--- config.mk ---
export PLATFORM = sky130hd
export DESIGN_NAME = bin2bcd_seg_feeder_flat
export DESIGN_NICKNAME = d
export VERILOG_FILES = /design/src/rtl/bin2bcd_seg_feeder_pkg.sv /design/src/rtl/bin2bcd_seg_feeder_if.sv /design/src/rtl/bin2bcd_seg_feeder_bcd_dabble_step.sv /design/src/rtl/bin2bcd_seg_feeder.sv /design/src/flat_wrapper.sv
export SDC_FILE = /design/constraint.sdc
export NUM_CORES = 1
export LEC_CHECK = 0
export CAP_MARGIN = 30
export CORE_UTILIZATION = 56
export DETAILED_ROUTE_END_ITERATION = 10
export HOLD_SLACK_MARGIN = 0.1
export PLACE_DENSITY = 0.8
export SYNTH_ARGS = -nofsm -noshare
export SYNTH_HDL_FRONTEND = slang
export SYNTH_HIERARCHICAL = 1
export SYNTH_SLANG_ARGS = --single-unit
--- constraint.sdc ---
create_clock -name clk -period 2.65 [get_ports clk]
set_input_delay 0.53 -clock clk [delete_from_list [all_inputs] [get_ports clk]]
set_output_delay 0.53 -clock clk [all_outputs]
set_load 0.02 [all_outputs]
--- src/rtl/bin2bcd_seg_feeder_pkg.sv ---
// Shared definitions for the binary-to-BCD seven-segment feeder: FSM states,
// display register map, control-byte layout and the control-byte builder.
package bin2bcd_seg_feeder_pkg;

  typedef enum logic [2:0] {
    ST_INIT,
    ST_IDLE,
    ST_CONV,
    ST_WR_CTRL,
    ST_WR_A,
    ST_WR_B,
    ST_DONE
  } state_t;

  localparam logic [1:0] ADDR_CTRL  = 2'd0;
  localparam logic [1:0] ADDR_DIV   = 2'd1;
  localparam logic [1:0] ADDR_PAIRA = 2'd2;
  localparam logic [1:0] ADDR_PAIRB = 2'd3;

  localparam int CTRL_BLANK_A = 7;
  localparam int CTRL_DP_A    = 6;
  localparam int CTRL_BLANK_B = 5;
  localparam int CTRL_DP_B    = 4;
  localparam int CTRL_BLANK_C = 3;
  localparam int CTRL_DP_C    = 2;
  localparam int CTRL_DP_D    = 0;

  localparam logic [13:0] BCD_MAX   = 14'd9999;
  localparam logic [3:0]  OVF_DIGIT = 4'hE;

  localparam int CONV_BITS = 14;
  localparam int WORD_W    = 30;

  // digits = {A,B,C,D}; blanking ripples from the left and stops at the first non-zero digit
  function automatic logic [7:0] build_ctrl(input logic [15:0] digits,
                                            input logic        blank_en,
                                            input logic        dp_en,
                                            input logic [1:0]  dp_pos);
    logic       blank_a;
    logic       blank_b;
    logic       blank_c;
    logic [7:0] ctrl;
    blank_a = blank_en && (digits[15:12] == 4'd0);
    blank_b = blank_a && (digits[11:8] == 4'd0);
    blank_c = blank_b && (digits[7:4] == 4'd0);
    ctrl = 8'h00;
    ctrl[CTRL_BLANK_A] = blank_a;
    ctrl[CTRL_BLANK_B] = blank_b;
    ctrl[CTRL_BLANK_C] = blank_c;
    ctrl[CTRL_DP_A]    = dp_en && (dp_pos == 2'd3);
    ctrl[CTRL_DP_B]    = dp_en && (dp_pos == 2'd2);
    ctrl[CTRL_DP_C]    = dp_en && (dp_pos == 2'd1);
    ctrl[CTRL_DP_D]    = dp_en && (dp_pos == 2'd0);
    return ctrl;
  endfunction

endpackage

--- src/rtl/bin2bcd_seg_feeder_if.sv ---
// Request handshake, display write bus and status flags of the feeder.
// master = the feeder itself, slave = whatever drives requests and watches the bus.
interface bin2bcd_seg_feeder_if;
  logic [13:0] in_value;
  logic        in_dp_en;
  logic [1:0]  in_dp_pos;
  logic        in_lz_en;
  logic        in_valid;
  logic        in_ready;
  logic [1:0]  bus_addr;
  logic [7:0]  bus_data;
  logic        bus_wr;
  logic        bus_cen;
  logic        busy;
  logic        done;
  logic        ovf;

  modport master (
    input  in_value, in_dp_en, in_dp_pos, in_lz_en, in_valid,
    output in_ready, bus_addr, bus_data, bus_wr, bus_cen, busy, done, ovf
  );

  modport slave (
    output in_value, in_dp_en, in_dp_pos, in_lz_en, in_valid,
    input  in_ready, bus_addr, bus_data, bus_wr, bus_cen, busy, done, ovf
  );
endinterface

--- src/rtl/bin2bcd_seg_feeder_bcd_dabble_step.sv ---
// One double-dabble iteration: add 3 to every BCD nibble >= 5, then shift the
// whole {bcd[15:0], bin[13:0]} word left by one.
module bcd_dabble_step
  import bin2bcd_seg_feeder_pkg::*;
(
  input  logic [WORD_W-1:0] i_word,
  output logic [WORD_W-1:0] o_word
);

  assign o_word[0]           = 1'b0;
  assign o_word[CONV_BITS:1] = i_word[CONV_BITS-1:0];

  for (genvar gi = 0; gi < 4; gi++) begin : g_nib
    localparam int LO = CONV_BITS + 4 * gi;
    logic [3:0] w_nib;
    assign w_nib = i_word[LO+3:LO];
    if (gi < 3) begin : g_full
      assign o_word[LO+4:LO+1] = (w_nib >= 4'd5) ? w_nib + 4'd3 : w_nib;
    end else begin : g_top
      // MSB of the top nibble shifts out of the word
      assign o_word[LO+3:LO+1] = (w_nib >= 4'd5) ? w_nib[2:0] + 3'd3 : w_nib[2:0];
    end
  end

endmodule

--- src/rtl/bin2bcd_seg_feeder.sv ---
// Converts a 14-bit value to four BCD digits and writes Control, SegmentPairA
// and SegmentPairB into the seven-segment display over its 2-bit address bus.
module bin2bcd_seg_feeder
  import bin2bcd_seg_feeder_pkg::*;
#(
  parameter bit         WRITE_DIV = 1'b1,
  parameter logic [7:0] DIV_INIT  = 8'h01
)
(
  input  logic                  clk,
  input  logic                  rst,
  bin2bcd_seg_feeder_if.master  feed
);

  localparam state_t RESET_STATE = WRITE_DIV ? ST_INIT : ST_IDLE;

  state_t              r_state;
  state_t              w_state_next;
  logic [WORD_W-1:0]   r_shift;
  logic [WORD_W-1:0]   w_shift_next;
  logic [WORD_W-1:0]   w_step;
  logic [3:0]          r_cnt;
  logic [3:0]          w_cnt_next;
  logic                r_dp_en;
  logic [1:0]          r_dp_pos;
  logic                r_lz_en;
  logic                r_ovf;
  logic                r_in_ready;
  logic [1:0]          r_bus_addr;
  logic [7:0]          r_bus_data;
  logic                r_bus_wr;
  logic                r_done;
  logic                w_accept;
  logic [1:0]          w_bus_addr_next;
  logic [7:0]          w_bus_data_next;
  logic                w_bus_wr_next;
  logic [15:0]         w_final_digits;
  logic [7:0]          w_ctrl;

  bcd_dabble_step u_step (
    .i_word (r_shift),
    .o_word (w_step)
  );

  assign w_final_digits = r_ovf ? {4{OVF_DIGIT}} : w_step[WORD_W-1:CONV_BITS];
  assign w_ctrl         = build_ctrl(w_final_digits, r_lz_en && !r_ovf, r_dp_en, r_dp_pos);

  always_ff @(posedge clk or posedge rst) begin
    if (rst) begin
      r_state <= RESET_STATE;
    end else begin
      r_state <= w_state_next;
    end
  end

  // Bus registers are loaded from the state being left, so each write is
  // visible on the bus during the cycle its write state is active.
  always_comb begin
    w_state_next    = r_state;
    w_shift_next    = r_shift;
    w_cnt_next      = r_cnt;
    w_accept        = 1'b0;
    w_bus_wr_next   = 1'b0;
    w_bus_addr_next = r_bus_addr;
    w_bus_data_next = r_bus_data;
    case (r_state)
      ST_INIT: begin
        w_state_next    = ST_IDLE;
        w_bus_wr_next   = 1'b1;
        w_bus_addr_next = ADDR_DIV;
        w_bus_data_next = DIV_INIT;
      end
      ST_IDLE: begin
        if (r_in_ready && feed.in_valid) begin
          w_accept     = 1'b1;
          w_state_next = ST_CONV;
          w_shift_next = {16'h0000, feed.in_value};
          w_cnt_next   = 4'd0;
        end
      end
      ST_CONV: begin
        w_shift_next = w_step;
        w_cnt_next   = r_cnt + 4'd1;
        if (r_cnt == 4'(CONV_BITS - 1)) begin
          w_state_next    = ST_WR_CTRL;
          w_shift_next    = {w_final_digits, w_step[CONV_BITS-1:0]};
          w_bus_wr_next   = 1'b1;
          w_bus_addr_next = ADDR_CTRL;
          w_bus_data_next = w_ctrl;
        end
      end
      ST_WR_CTRL: begin
        w_state_next    = ST_WR_A;
        w_bus_wr_next   = 1'b1;
        w_bus_addr_next = ADDR_PAIRA;
        w_bus_data_next = r_shift[WORD_W-1:CONV_BITS+8];
      end
      ST_WR_A: begin
        w_state_next    = ST_WR_B;
        w_bus_wr_next   = 1'b1;
        w_bus_addr_next = ADDR_PAIRB;
        w_bus_data_next = r_shift[CONV_BITS+7:CONV_BITS];
      end
      ST_WR_B: w_state_next = ST_DONE;
      ST_DONE: w_state_next = ST_IDLE;
      default: w_state_next = ST_IDLE;
    endcase
  end

  always_ff @(posedge clk or posedge rst) begin
    if (rst) begin
      r_shift    <= '0;
      r_cnt      <= '0;
      r_dp_en    <= 1'b0;
      r_dp_pos   <= '0;
      r_lz_en    <= 1'b0;
      r_ovf      <= 1'b0;
      r_in_ready <= 1'b0;
      r_bus_addr <= '0;
      r_bus_data <= '0;
      r_bus_wr   <= 1'b0;
      r_done     <= 1'b0;
    end else begin
      r_shift    <= w_shift_next;
      r_cnt      <= w_cnt_next;
      r_in_ready <= (w_state_next == ST_IDLE);
      r_done     <= (w_state_next == ST_DONE);
      r_bus_addr <= w_bus_addr_next;
      r_bus_data <= w_bus_data_next;
      r_bus_wr   <= w_bus_wr_next;
      if (w_accept) begin
        r_dp_en  <= feed.in_dp_en;
        r_dp_pos <= feed.in_dp_pos;
        r_lz_en  <= feed.in_lz_en;
        r_ovf    <= (feed.in_value > BCD_MAX);
      end
    end
  end

  assign feed.in_ready = r_in_ready;
  assign feed.bus_addr = r_bus_addr;
  assign feed.bus_data = r_bus_data;
  assign feed.bus_wr   = r_bus_wr;
  assign feed.bus_cen  = r_bus_wr;
  assign feed.busy     = (r_state != ST_IDLE);
  assign feed.done     = r_done;
  assign feed.ovf      = r_ovf;

endmodule

--- src/flat_wrapper.sv ---
// flat-port wrapper written by rule: the top's interface ports become plain ports
module bin2bcd_seg_feeder_flat import bin2bcd_seg_feeder_pkg::*;
#(
  parameter bit         WRITE_DIV = 1'b1,
  parameter logic [7:0] DIV_INIT  = 8'h01
)
  (clk, rst, feed_in_value, feed_in_dp_en, feed_in_dp_pos, feed_in_lz_en, feed_in_valid, feed_in_ready, feed_bus_addr, feed_bus_data, feed_bus_wr, feed_bus_cen, feed_busy, feed_done, feed_ovf);
  bin2bcd_seg_feeder_if feed_i ();
  input  logic clk;
  input  logic rst;
  input wire logic [$bits(feed_i.in_value)-1:0] feed_in_value;
  input wire logic [$bits(feed_i.in_dp_en)-1:0] feed_in_dp_en;
  input wire logic [$bits(feed_i.in_dp_pos)-1:0] feed_in_dp_pos;
  input wire logic [$bits(feed_i.in_lz_en)-1:0] feed_in_lz_en;
  input wire logic [$bits(feed_i.in_valid)-1:0] feed_in_valid;
  output wire logic [$bits(feed_i.in_ready)-1:0] feed_in_ready;
  output wire logic [$bits(feed_i.bus_addr)-1:0] feed_bus_addr;
  output wire logic [$bits(feed_i.bus_data)-1:0] feed_bus_data;
  output wire logic [$bits(feed_i.bus_wr)-1:0] feed_bus_wr;
  output wire logic [$bits(feed_i.bus_cen)-1:0] feed_bus_cen;
  output wire logic [$bits(feed_i.busy)-1:0] feed_busy;
  output wire logic [$bits(feed_i.done)-1:0] feed_done;
  output wire logic [$bits(feed_i.ovf)-1:0] feed_ovf;
  assign feed_i.in_value = feed_in_value;
  assign feed_i.in_dp_en = feed_in_dp_en;
  assign feed_i.in_dp_pos = feed_in_dp_pos;
  assign feed_i.in_lz_en = feed_in_lz_en;
  assign feed_i.in_valid = feed_in_valid;
  assign feed_in_ready = feed_i.in_ready;
  assign feed_bus_addr = feed_i.bus_addr;
  assign feed_bus_data = feed_i.bus_data;
  assign feed_bus_wr = feed_i.bus_wr;
  assign feed_bus_cen = feed_i.bus_cen;
  assign feed_busy = feed_i.busy;
  assign feed_done = feed_i.done;
  assign feed_ovf = feed_i.ovf;
  bin2bcd_seg_feeder #(.WRITE_DIV(WRITE_DIV), .DIV_INIT(DIV_INIT)) u_core (.clk(clk), .rst(rst), .feed(feed_i));
endmodule
# Yosys cells after proc, flatten, opt, wreduce, memory -nomap -nowiden
# Index checks and enable logic that the tools add are counted.
# totals
regBits	55
in_bits	21
# op_classes
mux	21
n_lt_le_gt_ge	5
reduce_logical	20
add_sub_neg	5
eq_ne	14
# ops
op	count
$mux W30	2
$pmux W30 S2	1
$pmux W8 S4	1
$ge A4 B3 Y1 const B	4
$mux W16	1
$mux W4	4
$pmux W3 S5	1
$gt A14 B14 Y1 const B	1
$add A4 B2 Y4 const B	3
$logic_not A4 Y1	3
$eq A3 B3 Y1 const B	3
$logic_and A1 B1 Y1	9
$mux W3	3
$mux W8	1
$pmux W2 S4	1
$pmux W4 S2	1
$eq A3 B1 Y1 const B	2
$eq A3 B2 Y1 const B	2
$add A4 B1 Y4 const B	1
$eq A2 B2 Y1 const B	2
$eq A4 B4 Y1 const B	1
$ne A2 B1 Y1 const B	2
$reduce_and A2 Y1	2
$reduce_bool A4 Y1	1
11 further kinds	13

# Logic depth before layout (Yosys ltp)
# logic_depth
depth_word	9
mapped_depth	9
mapped_depth_nobuf	9

# By module
# The synthesis kept the hierarchy.
# modules_own_cells
module	seq_area_each_um2	area_per_inst_um2	instances	cells_each
bin2bcd_seg_feeder	1376.3	2561.2	1	274
bcd_dabble_step	0.0	501.7	1	76

# Worst setup path before layout
# Ideal clock, no wire load.
# synth_timing
path_kind	register to register
start	register u_core.r_shift[26]
end	register u_core.r_bus_data[3], in the netlist u_core/feed.bus_data[3]
setup_time_ps	110
path_stages_with_launch	8
slack_ps	588
arrival_time_ps	1952
period_less_slack_ps	2062
cell_sequence	dfrtp_1 ha_1 nand2b_1 a21oi_2 xnor2_1 or4b_1 nand4b_1 o41ai_1
# synth_between
elab_chain_len	9
elab_cells_between_ends	10
# synth_lines
item	line_no	source
start, declared	bin2bcd_seg_feeder.sv:19	logic [WORD_W-1:0] r_shift;
start signal, assigned	bin2bcd_seg_feeder.sv:124	r_shift <= w_shift_next;
$ge A4 B3 Y1 / $add A3 B2 Y3 (equally long branches)	bin2bcd_seg_feeder_bcd_dabble_step.sv:21	assign o_word[LO+3:LO+1] = (w_nib >= 4'd5) ? w_nib[2:0] + 3'd3 : w_nib[2:0];
$mux W3 *	bin2bcd_seg_feeder_bcd_dabble_step.sv:21	
via u_core.w_step[27]	bin2bcd_seg_feeder.sv:21	logic [WORD_W-1:0] w_step;
$mux W16 *	bin2bcd_seg_feeder.sv:45	assign w_final_digits = r_ovf ? {4{OVF_DIGIT}} : w_step[WORD_W-1:CONV_BITS];
$logic_not A4 Y1 *	bin2bcd_seg_feeder_pkg.sv:43	blank_a = blank_en && (digits[15:12] == 4'd0);
$logic_and A1 B1 Y1 *	bin2bcd_seg_feeder_pkg.sv:43	
$logic_and A1 B1 Y1 *	bin2bcd_seg_feeder_pkg.sv:44	blank_b = blank_a && (digits[11:8] == 4'd0);
$logic_and A1 B1 Y1 *	bin2bcd_seg_feeder_pkg.sv:45	blank_c = blank_b && (digits[7:4] == 4'd0);
$mux W8 *	bin2bcd_seg_feeder.sv:84	if (r_cnt == 4'(CONV_BITS - 1)) begin
$pmux W8 S4 *	bin2bcd_seg_feeder.sv:66	case (r_state)
end signal, assigned	bin2bcd_seg_feeder.sv:129	r_bus_data <= w_bus_data_next;
end, declared	bin2bcd_seg_feeder.sv:30	logic [7:0] r_bus_data;
# Mark *: on every way through the listed nets, which the timed path passes. The rest lies on a longest branch. The select of a mux whose other input is x is not followed.
# A chain may end at the register's enable or synchronous reset.

# Final worst setup path
# layout_timing
start	register u_core.r_state[1]
end	output port feed_busy
# layout_between
elab_chain_len	1
# layout_lines
item	line_no	source
start, declared	bin2bcd_seg_feeder.sv:17	state_t r_state;
start signal, assigned	bin2bcd_seg_feeder.sv:52	r_state <= w_state_next;
$ne A3 B1 Y1	bin2bcd_seg_feeder.sv:145	assign feed.busy = (r_state != ST_IDLE);
end, declared	flat_wrapper.sv:21	output wire logic [$bits(feed_i.busy)-1:0] feed_busy;
# Every way passes these cells.

==> qor.txt <==
post-synthesis sequential area ratio: 0.4493
Synth Area in Adders: 0.04085
Peak Freq: 409.1 MHz
H-tree depth: 2
clk_skew: 4.094 ps
Post-Synth Simple-Gate Area: 0.2288
Reg clk slew, reported paths: 90 ps
Pwr Density: 1170 nW/um^2
CTS tree: done
post-cts sizing count: 0
vias per cell: 5.719
CTS root buf: clkbuf_8
Syn Std Cell Area: 3063 sq um
HP Class: reg2reg
Setup Total Neg Slack: 0 ps
drt wl/cell: 14.95 um
Setup Viol. Count Final: 0
TritonRoute pass-1 iters: 5
Area growth syn-to-layout: 13.32%
top_reg_cell synth: dfrtp_1
post-synthesis cell type count: 47
fin. max-slew vios: 0
remaining global-route overflow: 0
Synth Warn #: 6
max-cap viol count: 0
Post-synth EDFFs: 0
Skew-Pair Late Insertion Delay: 310 ps
status: complete, no violations
I/O pin cnt: 37
#FFs+latches synth: 55
CTS buffer count: 5
All-Layer GR Usage: 0.2454
WL final: 6.546 mm
# DRC: 0
number of global-route vias before repair: 2351
Tmin final: 2445 ps
Sw Share: 0.4305
slowest cell on the critical path: dfrtp_1
Setup Buffers After CTS: 0
reg2reg path depth: 8
routability cong.: 0.9447
DIE HEIGHT: 75.96 um
XOR/XNOR Fraction of Synth Area: 0.01144
top routing layer in use: met4
share of layout cells above drive strength 1: 0.06793
Hold-fix buffers, CTS: 0
Mapped Cells: 350
global-route wire length before repair: 11.14 mm
max incr delay on CP: 580 ps
Peak VDD IR: 0.0004710 V
CTS sink count: 55
combinational share of power: 0.477
Avg Cell Area, Syn: 8.751 sq um
I/O Buffers: 36
Pleak: 1.598 nW
Iter 0 DRT Violations: 211
Met1 Wirelength: 2.849 mm
die area: 5769 sq um
final layout net count: 398
share of the synthesized area in the top cell type: 0.4493
Synth top cells by count: nand2_1, dfrtp_1, nor2_1, buf_4
Sw Pwr: 0.001748 W
WL met3: 388 um
mux share of post-synthesis cell area: 0.01307
overall die width: 75.96 um
Pwr Total: 0.004060 W
Rel. slew slack: 0.5905
Synth area leader: dfrtp_1
Synth Area in Compound Gates: 0.1699
RSZ-0062 raised after global routing: no
critical path required time: 2120 ps
worst setup path class: reg2out
pin count of the biggest net entering global routing: 33
actual slew at the worst max-slew pin: 611.6 ps
Worst Setup End Kind: output port
cell breakdown of the critical path: nor3b_2 > inv_1 > clkdlybuf4s50_1
DP Wirelength: 4.793 mm
Fin. Hold Viols: 0
Final period util: 0.9225
cell internal pwr: 0.002312 W
CP max FO: 18
hold depth: 2
Reg power frac: 0.399
post-synth net total: 381
critical path arrival: 1910 ps
largest family of logic cells by synthesized area: simple AND/OR/NAND/NOR gates
hold_ws: 489.0 ps
core area: 5172 sq um
Initial Util: 0.5922
initial antenna violation count: 0
most frequent cell after synthesis: nand2_1
WL met2: 3.183 mm
Ant. Diodes: 0
FFs w/ async S/R, synth: 1.000
Synth area leaders: dfrtp_1, nand2_1, nor2_1
num rows: 26
Max clock buf depth: 2
routed vias: 2505
ANT nets after route: 0
Startpoint Class: flip-flop
Clock power frac: 0.124
per-stage QoR:
stage               utilization  cell area (sq um)  instances  worst slack [ps]
finish                   0.6710               3471        438             205.4
global route             0.6710               3471        438             110.7
CTS                      0.6710               3471        438             198.8
detailed placement       0.6517               3371        430             402.7
global placement         0.6517               3371        430             527.5
floorplan                     -               3063        350             587.9
per-layer routing:
| layer | GRT usage | vias to the layer above |
|---|---|---|
| met5 | 0 | - |
| met4 | 0.08654 | 0 |
| met3 | 0.05060 | 11 |
| met2 | 0.4064 | 108 |
| met1 | 0.3197 | 1171 |
| li1 | - | 1215 |
cells in the final DEF, fill, tap and decap left out, drive strengths merged, types with 7 or more instances in the layout:
cell and instances:
dfrtp 55, nand2 65, a22o 7, nor2 46, a31oi 14, a21oi 20
inv 15, ha 10, buf 7, o21ai 20, nand2b 8, clkdlybuf4s50 36
clkbuf 8
cells by family (layout without fill, tap and decap cells):
group | Yosys count | count (layout)
muxes | 4 | 4
other | 1 | 1
buffers and inverters | 48 | 66
xor gates and xnor gates | 4 | 4
and+or+nand+nor | 149 | 149
DFF | 55 | 55
adders and majority gates | 10 | 10
AOI/OAI and AO/OA | 79 | 79
worst max-delay path, delay by kind of cell (launching register included):
family,cells,cell delay (ps)
buffers and inverters,2,620
DFF,1,580
and+or+nand+nor,1,400
cell type report:
class	count	area (sq um)
fillers	423	1702
flip-flops and latches	55	1376
clock buffers	8	100.1
multi-input cells	247	1425
repair buffers	43	425.4
inverters	15	56.30
well taps	70	87.58
registers in the layout (all words and copies together), names as in the netlist:
| register | count |
|---|---|
| u_core/r_shift | 30 |
| u_core/feed.bus_cen | 1 |
| u_core/r_dp_en | 1 |
| u_core/r_dp_pos | 2 |
| u_core/feed.bus_data | 8 |
| u_core/feed.done | 1 |
| u_core/feed.in_ready | 1 |
| u_core/r_state | 3 |
| u_core/feed.ovf | 1 |
| u_core/feed.bus_addr | 2 |
| u_core/r_lz_en | 1 |
| u_core/r_cnt | 4 |
worst paths after layout:
path	from	end	slack, ps
min in group asynchronous	rst	u_core/r_state[2]$_DFF_PP0_	510
max in group asynchronous	rst	u_core/feed.ovf$_DFFE_PP0P_	1550
setup / recovery	u_core/r_state[1]$_DFF_PP0_	feed_busy	210
hold reg to reg	u_core/feed.bus_data[6]$_DFFE_PP0P_	u_core/feed.bus_data[6]$_DFFE_PP0P_	490
setup reg to reg	u_core/r_shift[27]$_DFFE_PP0P_	u_core/feed.bus_data[3]$_DFFE_PP0P_	290
hold / removal	u_core/feed.bus_data[6]$_DFFE_PP0P_	u_core/feed.bus_data[6]$_DFFE_PP0P_	490
power by group through the flow:
stage | registers [W] | logic (W) | clock network (W)
finish | 0.00162 | 0.00194 | 0.000504
global route | 0.00167 | 0.00214 | 0.000563
CTS | 0.00161 | 0.00193 | 0.000518
detailed placement | 0.00162 | 0.00191 | 0
global placement | 0.00161 | 0.00185 | 0
floorplan | 0.00158 | 0.00151 | 0
No activity file was read; power rests on OpenSTA's default activity.
